File: src/rtl/ifu_pkg.sv
// IFU shared definitions: widths, reset PC and FSM state encoding.
// Exports IFU_XLEN, IFU_ILEN, IFU_RESET_PC, ifu_state_e and pc_aligned().
package ifu_pkg;

  localparam int IFU_XLEN = 64;
  localparam int IFU_ILEN = 32;
  localparam logic [63:0] IFU_RESET_PC = 64'h0000_0000_8000_0000;

  typedef enum logic [1:0] {
    ST_BOOT = 2'd0,
    ST_RUN  = 2'd1,
    ST_HALT = 2'd2
  } ifu_state_e;

  function automatic logic pc_aligned(input logic [1:0] lsb);
    return lsb == 2'b00;
  endfunction

endpackage

File: src/rtl/ifu_fifo.sv
// Two-entry registered FIFO used as the fetch instruction buffer.
// Ports: i_clk, i_rst, i_flush, i_push/i_data, i_pop -> o_data (head), o_valid, o_count.
module ifu_fifo #(
  parameter int W = 8
) (
  input  logic         i_clk,
  input  logic         i_rst,
  input  logic         i_flush,
  input  logic         i_push,
  input  logic [W-1:0] i_data,
  input  logic         i_pop,
  output logic [W-1:0] o_data,
  output logic         o_valid,
  output logic [1:0]   o_count
);

  logic [W-1:0] r_mem [2];
  logic         r_wptr;
  logic         r_rptr;
  logic [1:0]   r_count;
  logic         w_pop;
  logic         w_push;

  assign w_pop  = i_pop && (r_count != 2'd0);
  // push into a full buffer is only legal when the head leaves this cycle
  assign w_push = i_push && ((r_count != 2'd2) || w_pop);

  always_ff @(posedge i_clk or posedge i_rst) begin
    if (i_rst) begin
      r_mem[0] <= '0;
      r_mem[1] <= '0;
      r_wptr   <= 1'b0;
      r_rptr   <= 1'b0;
      r_count  <= 2'd0;
    end else if (i_flush) begin
      r_wptr  <= 1'b0;
      r_rptr  <= 1'b0;
      r_count <= 2'd0;
    end else begin
      if (w_push) begin
        r_mem[r_wptr] <= i_data;
        r_wptr        <= ~r_wptr;
      end
      if (w_pop) begin
        r_rptr <= ~r_rptr;
      end
      r_count <= r_count + {1'b0, w_push} - {1'b0, w_pop};
    end
  end

  assign o_data  = r_mem[r_rptr];
  assign o_valid = r_count != 2'd0;
  assign o_count = r_count;

endmodule

File: src/rtl/ifu.sv
// Instruction fetch unit: issues word fetches, buffers responses, handles redirects.
// Ports: clk/rst, imem_req_* / imem_rsp_* memory side, redirect_*, if_* / instr_o / pc_o decoder side.
module ifu
  import ifu_pkg::*;
#(
  parameter int              XLEN     = IFU_XLEN,
  parameter logic [XLEN-1:0] RESET_PC = IFU_RESET_PC[XLEN-1:0]
) (
  input  logic            clk,
  input  logic            rst,
  output logic            imem_req_valid_o,
  input  logic            imem_req_ready_i,
  output logic [XLEN-1:0] imem_req_addr_o,
  input  logic            imem_rsp_valid_i,
  input  logic [31:0]     imem_rsp_data_i,
  input  logic            imem_rsp_err_i,
  input  logic            redirect_i,
  input  logic [XLEN-1:0] redirect_pc_i,
  output logic            if_valid_o,
  input  logic            if_ready_i,
  output logic [31:0]     instr_o,
  output logic [XLEN-1:0] pc_o,
  output logic            if_fetch_err_o,
  output logic            if_misalign_o
);

  localparam int EW = IFU_ILEN + XLEN + 1;
  localparam logic [XLEN-1:0] PC_STEP = XLEN'(4);

  ifu_state_e      r_state;
  ifu_state_e      w_state_nxt;
  logic [XLEN-1:0] r_fetch_pc;
  logic [XLEN-1:0] r_resp_pc;
  logic [1:0]      r_inflight;
  logic [1:0]      r_drop_cnt;
  logic [1:0]      w_buf_count;
  logic            w_buf_valid;
  logic [2:0]      w_credit;
  logic            w_req_fire;
  logic            w_rsp_keep;
  logic            w_pop;
  logic [EW-1:0]   w_push_data;
  logic [EW-1:0]   w_head;

  assign w_credit = {1'b0, r_inflight} + {1'b0, w_buf_count};

  always_ff @(posedge clk or posedge rst) begin
    if (rst) r_state <= ST_BOOT;
    else     r_state <= w_state_nxt;
  end

  always_comb begin
    w_state_nxt = r_state;
    if (redirect_i) begin
      w_state_nxt = pc_aligned(redirect_pc_i[1:0]) ? ST_RUN : ST_HALT;
    end else if (r_state == ST_BOOT) begin
      w_state_nxt = ST_RUN;
    end
  end

  // outstanding requests plus buffered entries never exceed the buffer depth
  always_comb begin
    imem_req_valid_o = 1'b0;
    if_misalign_o    = 1'b0;
    unique case (r_state)
      ST_RUN:  imem_req_valid_o = (w_credit < 3'd2) && !redirect_i;
      ST_HALT: if_misalign_o = 1'b1;
      default: ;
    endcase
  end

  assign w_req_fire = imem_req_valid_o && imem_req_ready_i;
  assign w_rsp_keep = imem_rsp_valid_i && !redirect_i && (r_drop_cnt == 2'd0);
  assign w_pop      = w_buf_valid && if_ready_i && !redirect_i;

  always_ff @(posedge clk or posedge rst) begin
    if (rst) begin
      r_fetch_pc <= RESET_PC;
      r_resp_pc  <= RESET_PC;
      r_inflight <= 2'd0;
      r_drop_cnt <= 2'd0;
    end else begin
      r_inflight <= r_inflight + {1'b0, w_req_fire}
                  - {1'b0, imem_rsp_valid_i};
      if (redirect_i) begin
        r_fetch_pc <= redirect_pc_i;
        r_resp_pc  <= redirect_pc_i;
        // everything still outstanding after this cycle's response is stale
        r_drop_cnt <= r_inflight - {1'b0, imem_rsp_valid_i};
      end else begin
        if (w_req_fire) r_fetch_pc <= r_fetch_pc + PC_STEP;
        if (w_rsp_keep) r_resp_pc <= r_resp_pc + PC_STEP;
        if (imem_rsp_valid_i && (r_drop_cnt != 2'd0)) begin
          r_drop_cnt <= r_drop_cnt - 2'd1;
        end
      end
    end
  end

  assign w_push_data = {imem_rsp_data_i, r_resp_pc, imem_rsp_err_i};

  ifu_fifo #(
    .W(EW)
  ) u_fifo (
    .i_clk   (clk),
    .i_rst   (rst),
    .i_flush (redirect_i),
    .i_push  (w_rsp_keep),
    .i_data  (w_push_data),
    .i_pop   (w_pop),
    .o_data  (w_head),
    .o_valid (w_buf_valid),
    .o_count (w_buf_count)
  );

  assign imem_req_addr_o = r_fetch_pc;
  assign if_valid_o      = w_buf_valid;
  assign instr_o         = w_head[EW-1 -: IFU_ILEN];
  assign pc_o            = w_head[XLEN:1];
  assign if_fetch_err_o  = w_head[0];

endmodule
File: config.mk
export PLATFORM = sky130hd
export DESIGN_NAME = ifu
export DESIGN_NICKNAME = d
export VERILOG_FILES = /design/src/rtl/ifu_pkg.sv /design/src/rtl/ifu_fifo.sv /design/src/rtl/ifu.sv
export SDC_FILE = /design/constraint.sdc
export NUM_CORES = 1
export LEC_CHECK = 0
export ABC_AREA = 1
export CAP_MARGIN = 30
export CORE_UTILIZATION = 40
export CTS_BUF_LIST = sky130_fd_sc_hd__clkbuf_4
export CTS_CLUSTER_DIAMETER = 40
export CTS_CLUSTER_SIZE = 30
export DETAILED_ROUTE_END_ITERATION = 12
export PLACE_DENSITY = 0.57
export SLEW_MARGIN = 25
export SYNTH_ARGS = -nofsm -noshare
export SYNTH_HDL_FRONTEND = slang
export SYNTH_HIERARCHICAL = 1
export SYNTH_SLANG_ARGS = --single-unit
File: constraint.sdc
create_clock -name clk -period 7.4 [get_ports clk]
set_clock_uncertainty 0.15 [all_clocks]
set_input_delay 0.74 -clock clk [delete_from_list [all_inputs] [get_ports clk]]
set_output_delay 0.74 -clock clk [all_outputs]
set_load 0.01 [all_outputs]
==> key figures <==
Run status
  • Status: finished, final reports clean

Clocking
  • Post-CTS Hold Buffers: 0
  • Total CTS buffers: a little under 60
  • CTS Buffer Depth: 3
  • Clock Sink Count: approximately 330
  • CTS tree: built
  • # H-tree levels: 2
  • Root Buffer: clkbuf_4
  • Clock Pin Slew Worst Setup and Hold Paths: about 0.1 ns
  • Post-CTS sizing: 0
  • Post-CTS Setup Bufs: 0
  • Worst-Skew Late Latency: between 0.8 and 0.9 ns

Critical path
  • Req. time, crit path: between 6 and 7 ns
  • Crit end category: primary output
  • CP max FO: between 40 and 50
  • Worst r2r src: r_drop_cnt[1]$_DFFE_PP0P_
  • R2R cell count: 10
  • Reg-to-Reg End: u_fifo/r_mem[151]$_DFFE_PP0P_
  • Crit path from: u_fifo/r_rptr$_DFFE_PP0P_
  • Crit start category: flop
  • Critical path endpoint: pc_o[47]
  • Setup CP Type: flop to primary output
  • Critical Path AT: about 3.3 ns
  • R2R setup slack: around 4.0 ns

Placed design
  • Placed Instance Area: 0.0222 mm^2
  • Placer congestion estimate: a little over 0.9
  • Dpl hpwl: a little under 50,000 um
  • PortBufs: 266

Floorplanning
  • Die X: between 200 and 250 um
  • Row count: just under 80
  • Full die area: between 0.04 and 0.05 mm^2
  • Starting Density: about two fifths
  • Core area: 0.0470 mm^2
  • Io pins: 267
  • Die Ht: approximately 220 um

Detailed routing
  • Initial drt markers: ~1,700
  • 1st-pass router iterations: 6
  • Wirelength per Cell: between 15 and 20 um
  • DRC: 0
  • Routed met3 length: 3420 um
  • Vias: between 15,000 and 20,000
  • WL final: 69,900 um
  • Remaining antenna violation count after routing: 0
  • Vias/cell: about 5.3
  • Max layer used: met4
  • Met2 routed WL: 31,700 um
  • Metal-1 WL: around 33,000 um

Yosys
  • Synth Register Bits: between 300 and 400
  • Sequential share of the synthesized area: 43.3%
  • Post-Syn Nets: ~2,900
  • Netlist cell types: 37
  • Cell area after synthesis: ~0.019 mm^2
  • Syn avg cell area: approximately 6.9 um^2
  • YS warnings: 6
  • Async set-reset flop share out of synthesis: 100%
  • EDFF count, synth: 0
  • Top_reg_cell synth: dfrtp_1
  • Mapped Cells: approximately 2,800

Timing
  • FMAX: about 240 MHz
  • Pins Over Slew Limit: 0
  • Slew headroom: a little over a third
  • RSZ-0062 raised after global routing: no
  • Min Tclk post-route: around 4.2 ns
  • Hold Vio Cnt, Final: 0
  • Post-route clock period utilization: between 50% and 60%
  • Total negative setup slack: 0 ns
  • Slew @ Worst Pin: about 0.97 ns
  • Final setup viols: 0

GRT
  • Initial antenna violation count: 3
  • Vias in the first global route: ~18,000
  • Total track usage: between 20% and 30%
  • Largest net degree at the start of global routing: between 100 and 150
  • First-pass GRT wire length: 109,000 um
  • GR Overflow Total: 0

Power
  • LEAKAGE: between 10 and 15 nW
  • VDD IR-drop max: around 0.00012 V
  • Overall power: 6.25 mW
  • Pwr Density: roughly 270 mW/mm^2

Flow run
  • Max_cap viols: 0

Cells and area
  • Layout cells sized above 1: 6.60%
  • Leading cell type in the layout, fill and taps excluded: nand2_1
  • Most frequent cells in the layout: nand2_1 (1,249), dfrtp_1 (329), clkdlybuf4s50_1 (265)
  • Layout area overhead: 20.6%
  • Nets: around 3,100
  • Finished Cell Area: about 0.023 mm^2

Worst hold path
  • Worst Hold Class: input port to asynchronous set/reset pin
[cell families after synthesis]
logic type | share of synthesized area, %
AO/OA/AOI/OAI | 5.10
flip-flops | 43.3
adder cells (fa/ha/maj) | 0.626
buffers and inverters | 7.18
AND/OR/NAND/NOR | 42.1
XOR/XNOR | 1.64
[Yosys cell counts (all sizes together) (21+ instances only)]
library cell	n	area, um^2
a21oi	22	110
xor2	22	193
nor2	243	1090
buf	58	303
dfrtp	330	8260
clkbuf	80	300
inv	204	766
nand4	216	1350
o21ai	108	541
nand3	142	741
nand2	1263	4790
o21bai	21	158
[layer usage]
layer	up-vias	global-route usage [%]
li1	9359	-
met1	9251	40.6
met2	661	44.8
met3	111	3.66
met4	0	9.07
met5	-	0
[power breakdown]
group	leakage [nW]	total, mW	switching (mW)	internal (mW)
clock	0.445	1.40	0.795	0.607
combinational	6.49	2.12	1.14	0.974
sequential	4.26	2.73	0.439	2.29
total	11.2	6.25	2.38	3.87
[sequential cells by signal (all words and copies together) (netlist names)]
signal           flops
imem_req_addr_o     64
u_fifo/o_count       2
r_drop_cnt           2
u_fifo/r_wptr        1
u_fifo/r_rptr        1
r_inflight           2
r_state              2
r_resp_pc           64
u_fifo/r_mem       194
[worst max-delay path, stage by stage (launching register included)]
cell             delay [ns]
dfrtp_2                0.55
inv_2                  0.26
buf_4                  0.53
buf_12                 0.30
nand2_1                0.08
nand2_1                0.12
clkdlybuf4s50_1        0.55
[area by class of cell]
cell class	count	area [um^2]
Sequential cell	332	8310
Multi-Input combinational cell	2100	9520
Inverter	206	787
Clock buffer	68	510
Clock inverter	37	333
Antenna cell	3	7.51
Timing Repair Buffer	289	2900
Tap cell	607	759
Fill cell	4866	23800
[metrics by stage]
step	hold slack (ns)	instances	setup slack, ns	utilization [%]
final	0.206	3642	3.23	49.2
after global routing	0.223	3640	3.04	49.2
after CTS	0.169	3636	3.13	49.1
after detailed placement	0.308	3531	3.32	47.3
after global placement	0.303	3530	3.40	47.2
after floorplan	0.292	2776	1.11	-
[how the worst min path moves through the flow]
stage,startpoint,end
floorplan,u_fifo/r_mem[74]$_DFFE_PP0P_,u_fifo/r_mem[74]$_DFFE_PP0P_
global placement,u_fifo/r_mem[82]$_DFFE_PP0P_,u_fifo/r_mem[82]$_DFFE_PP0P_
detailed placement,u_fifo/r_mem[77]$_DFFE_PP0P_,u_fifo/r_mem[77]$_DFFE_PP0P_
CTS,rst,r_resp_pc[6]$_DFFE_PP0N_
global route,rst,r_state[1]$_DFFE_PP0P_
finish,rst,r_state[1]$_DFFE_PP0P_
(Power assumes the default switching activity.)
